**src/rtl/vga_timing_gen.sv**
```systemverilog
// Parametrised VGA raster timing: registered position, sync and strobes.
// Define VGA_LOOKAHEAD_EN to add nextX/nextY/next_in_image outputs.
module vga_timing_gen #(
    parameter int unsigned CNT_W      = 12,
    parameter int unsigned H_ACTIVE   = 640,
    parameter int unsigned H_FP       = 16,
    parameter int unsigned H_SYNC     = 96,
    parameter int unsigned H_BP       = 48,
    parameter int unsigned V_ACTIVE   = 480,
    parameter int unsigned V_FP       = 10,
    parameter int unsigned V_SYNC     = 2,
    parameter int unsigned V_BP       = 33,
    parameter bit          H_SYNC_POL = 1'b0,
    parameter bit          V_SYNC_POL = 1'b0
) (
    input  logic             PIXEL_CLK,
    input  logic             RST_N,
    input  logic             CE,
    output logic [CNT_W-1:0] locX,
    output logic [CNT_W-1:0] locY,
    output logic             in_image,
    output logic             sync_h,
    output logic             sync_v,
    output logic             line_start,
    output logic             frame_start
`ifdef VGA_LOOKAHEAD_EN
    ,
    output logic [CNT_W-1:0] nextX,
    output logic [CNT_W-1:0] nextY,
    output logic             next_in_image
`endif
);

    localparam int unsigned H_TOTAL = H_ACTIVE + H_FP + H_SYNC + H_BP;
    localparam int unsigned V_TOTAL = V_ACTIVE + V_FP + V_SYNC + V_BP;

    if (H_ACTIVE == 0 || H_FP == 0 || H_SYNC == 0 || H_BP == 0 ||
        V_ACTIVE == 0 || V_FP == 0 || V_SYNC == 0 || V_BP == 0) begin : g_bad_zero
        $error("vga_timing_gen: porch/sync/active values must be nonzero");
    end
    if (H_TOTAL > (64'd1 << CNT_W) || V_TOTAL > (64'd1 << CNT_W)) begin : g_bad_width
        $error("vga_timing_gen: CNT_W too narrow for H_TOTAL/V_TOTAL");
    end

    localparam logic [CNT_W-1:0] H_ACT_C = CNT_W'(H_ACTIVE);
    localparam logic [CNT_W-1:0] H_SS_C  = CNT_W'(H_ACTIVE + H_FP);
    localparam logic [CNT_W-1:0] H_SE_C  = CNT_W'(H_ACTIVE + H_FP + H_SYNC);
    localparam logic [CNT_W-1:0] H_END_C = CNT_W'(H_TOTAL - 1);
    localparam logic [CNT_W-1:0] V_ACT_C = CNT_W'(V_ACTIVE);
    localparam logic [CNT_W-1:0] V_SS_C  = CNT_W'(V_ACTIVE + V_FP);
    localparam logic [CNT_W-1:0] V_SE_C  = CNT_W'(V_ACTIVE + V_FP + V_SYNC);
    localparam logic [CNT_W-1:0] V_END_C = CNT_W'(V_TOTAL - 1);
    localparam logic [CNT_W-1:0] ZERO_C  = '0;
    localparam logic [CNT_W-1:0] ONE_C   = CNT_W'(1);

    logic [CNT_W-1:0] hx_q, hx_d;
    logic [CNT_W-1:0] vy_q, vy_d;
    logic [CNT_W-1:0] loc_x_q, loc_x_d;
    logic [CNT_W-1:0] loc_y_q, loc_y_d;
    logic             in_image_q, in_image_d;
    logic             sync_h_q, sync_h_d;
    logic             sync_v_q, sync_v_d;
    logic             line_start_q, line_start_d;
    logic             frame_start_q, frame_start_d;

    logic cur_in_image;
    logic cur_h_sync;
    logic cur_v_sync;

    // Decode of the position about to be presented on the next CE edge.
    always_comb begin
        cur_in_image = (hx_q < H_ACT_C) && (vy_q < V_ACT_C);
        cur_h_sync   = (hx_q >= H_SS_C) && (hx_q < H_SE_C);
        cur_v_sync   = (vy_q >= V_SS_C) && (vy_q < V_SE_C);
    end

    always_comb begin
        hx_d          = hx_q;
        vy_d          = vy_q;
        loc_x_d       = loc_x_q;
        loc_y_d       = loc_y_q;
        in_image_d    = in_image_q;
        sync_h_d      = sync_h_q;
        sync_v_d      = sync_v_q;
        line_start_d  = 1'b0;
        frame_start_d = 1'b0;
        if (CE) begin
            loc_x_d       = hx_q;
            loc_y_d       = vy_q;
            in_image_d    = cur_in_image;
            sync_h_d      = cur_h_sync ? H_SYNC_POL : ~H_SYNC_POL;
            sync_v_d      = cur_v_sync ? V_SYNC_POL : ~V_SYNC_POL;
            line_start_d  = (hx_q == ZERO_C);
            frame_start_d = (hx_q == ZERO_C) && (vy_q == ZERO_C);
            if (hx_q == H_END_C) begin
                hx_d = ZERO_C;
                vy_d = (vy_q == V_END_C) ? ZERO_C : vy_q + ONE_C;
            end else begin
                hx_d = hx_q + ONE_C;
            end
        end
    end

    always_ff @(posedge PIXEL_CLK or negedge RST_N) begin
        if (!RST_N) begin
            hx_q          <= '0;
            vy_q          <= '0;
            loc_x_q       <= '0;
            loc_y_q       <= '0;
            in_image_q    <= 1'b0;
            sync_h_q      <= ~H_SYNC_POL;
            sync_v_q      <= ~V_SYNC_POL;
            line_start_q  <= 1'b0;
            frame_start_q <= 1'b0;
        end else begin
            hx_q          <= hx_d;
            vy_q          <= vy_d;
            loc_x_q       <= loc_x_d;
            loc_y_q       <= loc_y_d;
            in_image_q    <= in_image_d;
            sync_h_q      <= sync_h_d;
            sync_v_q      <= sync_v_d;
            line_start_q  <= line_start_d;
            frame_start_q <= frame_start_d;
        end
    end

    assign locX        = loc_x_q;
    assign locY        = loc_y_q;
    assign in_image    = in_image_q;
    assign sync_h      = sync_h_q;
    assign sync_v      = sync_v_q;
    assign line_start  = line_start_q;
    assign frame_start = frame_start_q;

`ifdef VGA_LOOKAHEAD_EN
    assign nextX         = hx_q;
    assign nextY         = vy_q;
    assign next_in_image = cur_in_image;
`endif

endmodule

```
**config.mk**
```make
export PLATFORM = sky130hd
export DESIGN_NAME = vga_timing_gen
export DESIGN_NICKNAME = d
export VERILOG_FILES = /design/src/rtl/vga_timing_gen.sv
export SDC_FILE = /design/constraint.sdc
export NUM_CORES = 1
export LEC_CHECK = 0
export ABC_AREA = 0
export CAP_MARGIN = 10
export CORE_ASPECT_RATIO = 1.75
export CORE_MARGIN = 10
export CORE_UTILIZATION = 59
export CTS_CLUSTER_SIZE = 10
export DETAILED_ROUTE_END_ITERATION = 10
export MAX_ROUTING_LAYER = met4
export PLACE_DENSITY = 0.92
export REMOVE_ABC_BUFFERS = 1
export SLEW_MARGIN = 5
export SYNTH_ARGS = -nofsm -noshare
export SYNTH_HDL_FRONTEND = slang
export SYNTH_SLANG_ARGS = --single-unit
```
**constraint.sdc**
```tcl
create_clock -name PIXEL_CLK -period 7.3 [get_ports PIXEL_CLK]
set_clock_uncertainty 0.15 [all_clocks]
set_input_delay 1.46 -clock PIXEL_CLK [delete_from_list [all_inputs] [get_ports PIXEL_CLK]]
set_output_delay 1.46 -clock PIXEL_CLK [all_outputs]
set_load 0.005 [all_outputs]
```
==> metrics.csv, run 1 <==
metric,value,unit
"Reg clk slew, reported paths",90,ps
hold path depth,2,
leak pwr,1.24,nW
Sink Count,53,
total setup buffers inserted after CTS,0,
Die X,68.8,um
"FFs w/ async S/R, synth",1.00,
Syn Area/Cell,11.3,um2
Tcrit/Tclk final,0.507,
die area,0.00725,mm2
Synth area leaders,"dfrtp_1 (52%), mux2_2 (11%), nand3_1 (2.2%), dfstp_2 (2.1%), xor2_1 (2.1%)",
clk_lat worst skew,310,ps
worst-path fanout max,38,
"Largest stage delay, worst path",700,ps
final antenna-violating net count,0,
unrepaired setup endpoints after global routing,no,
largest net degree at the start of global routing,54,
synthesis-to-layout area growth,16.4,%
Synth Instances,217,
Worst path depth,6,
Syn. warnings,0,
most frequent cell after synthesis,dfrtp_1,
crit end category,flop,
PortBufs,31,
share of the synthesized area in the top cell type,0.519,
crit path time final,3700,ps
ys flop type,dfrtp_1,
GRT Util Overall,0.149,
nets@finish,251,
Worst-Margin Slew,744,ps
# hold bufs at CTS,0,
Placer Congestion,0.934,
Reg2Reg Depth,4,
diode count,0,
Slew HR,0.500,
worst hold slack,348,ps
drt pass-1 iters,4,
Multi-input gate area,0.00103,mm2
total grt overflow,0,
sequential standard cell area,0.00133,mm2
Bufs and invs on worst path,2,
total power,604,uW
status,"complete, no violations",
"area leader, netlist",dfrtp_1,
slowest cell on the critical path,nor4_2,
CTS tree,built,
unique cell type count in the Yosys netlist,41,
Top delay family on crit path,simple AND/OR/NAND/NOR gates,
Max-Cap Viols,0,
initial antenna violation count,0,
Avg WL per Cell,16.9,um
total core area,0.00407,mm2
detailed placer's ending HPWL,3570,um
number of global-route vias before repair,1814,
Core Rows,31,
via count,1727,
synthesized area,0.00246,mm2
fraction of layout cells with a size suffix above 1,0.176,
WS Path Type,in2reg,
Initial Util,0.604,
Inst Count DP,286,
"flops & latches, synth",53,
TNS Setup,0,ps
crit path DAT,3780,ps
number of fill cells,301,
vias per std cell,5.89,
CTS root buf,clkbuf_8,
TritonCTS buffer count,5,
Max Clock Freq,270,MHz
Commonest cells post-synth,"dfrtp_1 (51), mux2_2 (24), inv_1 (12), nand2_1 (12)",
fin cells,293,
Final Hold Viols,0,
maximum VDD drop,0.000224,V
pre-CTS setup slack,3270,ps
hold crit path type,reg2reg,
Final WS setup,3600,ps
residual DRC count,0,
Slew Limit Fails,0,
clock tree buffer depth,2,
Critical Path RT,7380,ps
H-tree depth,2,
final wirelength,4940,um
post-synthesis sequential area ratio,0.540,
final setup fails,0,
"EDFF count, synth",0,
CTS resizes,0,
first-pass GRT wire length,8330,um
I/O pins,32,
CP Cell Sequence,clkdlybuf4s50_1 -> buf_4 -> nand4_1 -> nor4_2 -> nand2_1 -> o21ai_0,
Die Ht,105,um
PwrDens,211,mW/mm2
Startpoint Class,primary input,
Initial DRC Count,93,
final timing paths:
check	slack, ps	start	end
worst max-delay path	3600	CE	vy_q[0]
max in group asynchronous	5470	RST_N	hx_q[5]
worst max register to register	4890	hx_q[7]	vy_q[0]
worst min-delay path	350	sync_h	sync_h
min in group asynchronous	1110	RST_N	locY[1]
worst min register to register	350	sync_h	sync_h
report_power, final:
| group | switching, mW | total [mW] | internal [mW] |
|---|---|---|---|
| clock | 0.0887 | 0.154 | 0.0654 |
| sequential | 0.0355 | 0.356 | 0.321 |
| combinational | 0.0381 | 0.0932 | 0.0551 |
| total | 0.162 | 0.604 | 0.441 |
per-stage QoR:
step | instance area (um2) | utilization
after floorplan | 2400 | -
final | 2860 | 0.703
after detailed placement | 2780 | 0.684
after CTS | 2860 | 0.703
after global placement | 2780 | 0.684
after global routing | 2860 | 0.703
logic make-up after synthesis:
logic type / after synthesis / share of synthesized area
AND/OR/NAND/NOR: 73 / 0.176
flip-flops: 53 / 0.540
multiplexers: 27 / 0.122
buffers and inverters: 25 / 0.0412
AO/OA/AOI/OAI: 24 / 0.0606
XOR/XNOR: 11 / 0.0392
adder cells (fa/ha/maj): 4 / 0.0204
cell usage in the layout, fill, tap and decap left out, drive strengths merged, types with 5 or more instances in the layout:
cell type      instances
xor2                   6
nor2                  11
clkdlybuf4s50         30
dfrtp                 51
clkbuf                 6
o22ai                  5
a21oi                  7
o21ai                  5
nand4                  7
nor3                   8
xnor2                  5
nand2                 12
nand3                 11
mux2                  24
inv                   12
flip-flops by register name, indices dropped and copies added, names as in the netlist, 12 cells and up:
name  flops
locX     12
vy_q     12
hx_q     12
locY     12
worst min-delay path, delay by kind of cell (launching register included):
| kind | cells | cell delay (ps) |
|---|---|---|
| flops | 1 | 370 |
| compound gates | 1 | 50 |
| simple gates | 1 | 80 |
final cells by class:
cell class,instances,share of cell area
clock buffer,6,0.0254
clock inverter,1,0.00175
inverter,12,0.0157
multi-input combinational,139,0.359
sequential,53,0.464
tap,49,0.0214
timing repair buffer,33,0.112
per-layer routing:
| layer | part of all wire | vias up | global-route usage | routed length [um] |
|---|---|---|---|---|
| met5 | 0 | - | - | 0 |
| met4 | 0.024 | 0 | 0.0623 | 120 |
| met3 | 0.034 | 9 | 0.0308 | 169 |
| met2 | 0.56 | 30 | 0.255 | 2760 |
| met1 | 0.38 | 870 | 0.156 | 1890 |
| li1 | - | 818 | - | - |
Note: power is estimated with default switching activity, not from simulation.
==> inputs of run 2 (changes only) <==
--- a/config.mk
+++ b/config.mk
@@ -9,11 +9,11 @@
 export CAP_MARGIN = 10
 export CORE_ASPECT_RATIO = 1.75
 export CORE_MARGIN = 10
-export CORE_UTILIZATION = 59
+export CORE_UTILIZATION = 49
 export CTS_CLUSTER_SIZE = 10
 export DETAILED_ROUTE_END_ITERATION = 10
 export MAX_ROUTING_LAYER = met4
-export PLACE_DENSITY = 0.92
+export PLACE_DENSITY = 0.83
 export REMOVE_ABC_BUFFERS = 1
 export SLEW_MARGIN = 5
 export SYNTH_ARGS = -nofsm -noshare
==> constraint.sdc (replaced) <==
create_clock -name PIXEL_CLK -period 3.4 [get_ports PIXEL_CLK]
set_clock_uncertainty 0.15 [all_clocks]
set_input_delay 0.68 -clock PIXEL_CLK [delete_from_list [all_inputs] [get_ports PIXEL_CLK]]
set_output_delay 0.68 -clock PIXEL_CLK [all_outputs]
set_load 0.005 [all_outputs]
==> metrics.csv, run 2 (synthesized netlist as in run 1, its figures left out) <==
metric,value,unit
status,"complete, no violations",
GR Util met3,0.0235,
most frequent cells in the layout,"dfrtp_1 (51), clkdlybuf4s50_1 (30), mux2_2 (24)",
Final Hold Viols,0,
final wirelength,4860,um
residual DRC count,0,
CTS tree,built,
I/O pins,32,
Max-Cap Viols,0,
synthesis-to-layout area growth,17.9,%
leak pwr,1.26,nW
total core area,0.00493,mm2
Max Clock Freq,402,MHz
total setup buffers inserted after CTS,0,
TNS Setup,0,ps
drt pass-1 iters,4,
# hold bufs at CTS,0,
CTS root buf,clkbuf_8,
Initial DRC Count,132,
Final WS setup,913,ps
final setup fails,0,
via count,1709,
maximum VDD drop,0.000480,V
"Reg clk slew, reported paths",100,ps
met2 global-route usage,0.220,
GRT Util Overall,0.129,
Die Ht,114,um
Reg2Reg Depth,4,
hold crit path type,in2async,
first-pass GRT wire length,8470,um
Placer Congestion,0.774,
Slew HR,0.560,
fin cells,301,
WS Path Type,in2reg,
worst-path fanout max,12,
detailed placer's ending HPWL,3610,um
Die X,73.5,um
largest net degree at the start of global routing,38,
Slew Limit Fails,0,
die area,0.00836,mm2
final antenna-violating net count,0,
vias per std cell,5.68,
Initial Util,0.498,
RR Startpoint,hx_q[7],
crit end category,flop,
gr busiest metal,met2,
crit path time final,2490,ps
unrepaired setup endpoints after global routing,no,
CTS resizes,0,
fraction of layout cells with a size suffix above 1,0.190,
"most common cell after layout, fill and taps aside",dfrtp_1,
Core Rows,34,
Sink Count,53,
TritonCTS buffer count,5,
Worst-Margin Slew,660,ps
M1 GR Usage,0.138,
Inst Count DP,293,
initial antenna violation count,0,
clock tree buffer depth,2,
clk_lat worst skew,310,ps
total grt overflow,0,
crit path DAT,2550,ps
diode count,0,
Startpoint Class,primary input,
Critical Path RT,3460,ps
"reg-to-reg slack, setup",1030,ps
Crit. Startpoint,CE,
Tcrit/Tclk final,0.731,
RR Endpoint,vy_q[6],
number of global-route vias before repair,1825,
PwrDens,459,mW/mm2
PortBufs,31,
nets@finish,253,
H-tree depth,2,
Avg WL per Cell,16.1,um
CP Capture Point,vy_q[6],
pre-CTS setup slack,565,ps
[run 2: cell count changes in the layout (fill, tap and decap cells not counted)]
| cell | delta |
|---|---|
| inv_6 | +1 |
| clkinv_4 | +1 |
| clkinv_2 | -1 |
| buf_4 | +2 |
| clkbuf_1 | -1 |
| clkinvlp_4 | +1 |
[run 2: area by class of cell]
| cell class | count | area (um2) |
|---|---|---|
| clock buffer | 5 | 68.8 |
| clock inverter | 3 | 25.0 |
| fill | 412 | 2040 |
| inverter | 12 | 45.0 |
| multi-input combinational | 139 | 1030 |
| sequential | 53 | 1330 |
| tap | 54 | 67.6 |
| timing repair buffer | 35 | 335 |
[run 2: how the worst min path moves through the flow]
stage                 from          end  slack [ps]  depth (start not counted)
global route         RST_N      vy_q[1]         290                          1
global placement    sync_h       sync_h         330                          2
CTS                  RST_N      hx_q[4]         260                          1
floorplan            RST_N  frame_start         230                          0
finish               RST_N      vy_q[1]         230                          1
detailed placement  sync_h       sync_h         330                          2
[run 2: routing by layer]
metal / routed length, um / up-vias / share of wire
li1: - / 815 / -
met1: 1910 / 863 / 0.39
met2: 2700 / 25 / 0.56
met3: 181 / 6 / 0.037
met4: 70 / 0 / 0.014
met5: 0 / - / 0
[run 2: worst max-delay path: stages]
cell and delay (ps):
clkdlybuf4s50_1 520, nand4_1 250, or4_4 650, a21o_2 230, a22o_1 220
[run 2: metrics by stage]
stage | power (mW) | util | instance area, um2 | hold WS (ps)
6_report | 1.33 | 0.587 | 2900 | 234
2_1_floorplan | 0.856 | - | 2400 | 234
4_1_cts | 1.35 | 0.587 | 2900 | 259
3_5_place_dp | 0.980 | 0.568 | 2810 | 331
5_1_grt | 1.41 | 0.587 | 2900 | 286
3_3_place_gp | 0.974 | 0.568 | 2810 | 330
[run 2: report_power, final]
part	internal, mW	switching [mW]
Combinational	0.119	0.0801
Sequential	0.689	0.0752
Clock	0.149	0.219
Total	0.957	0.374
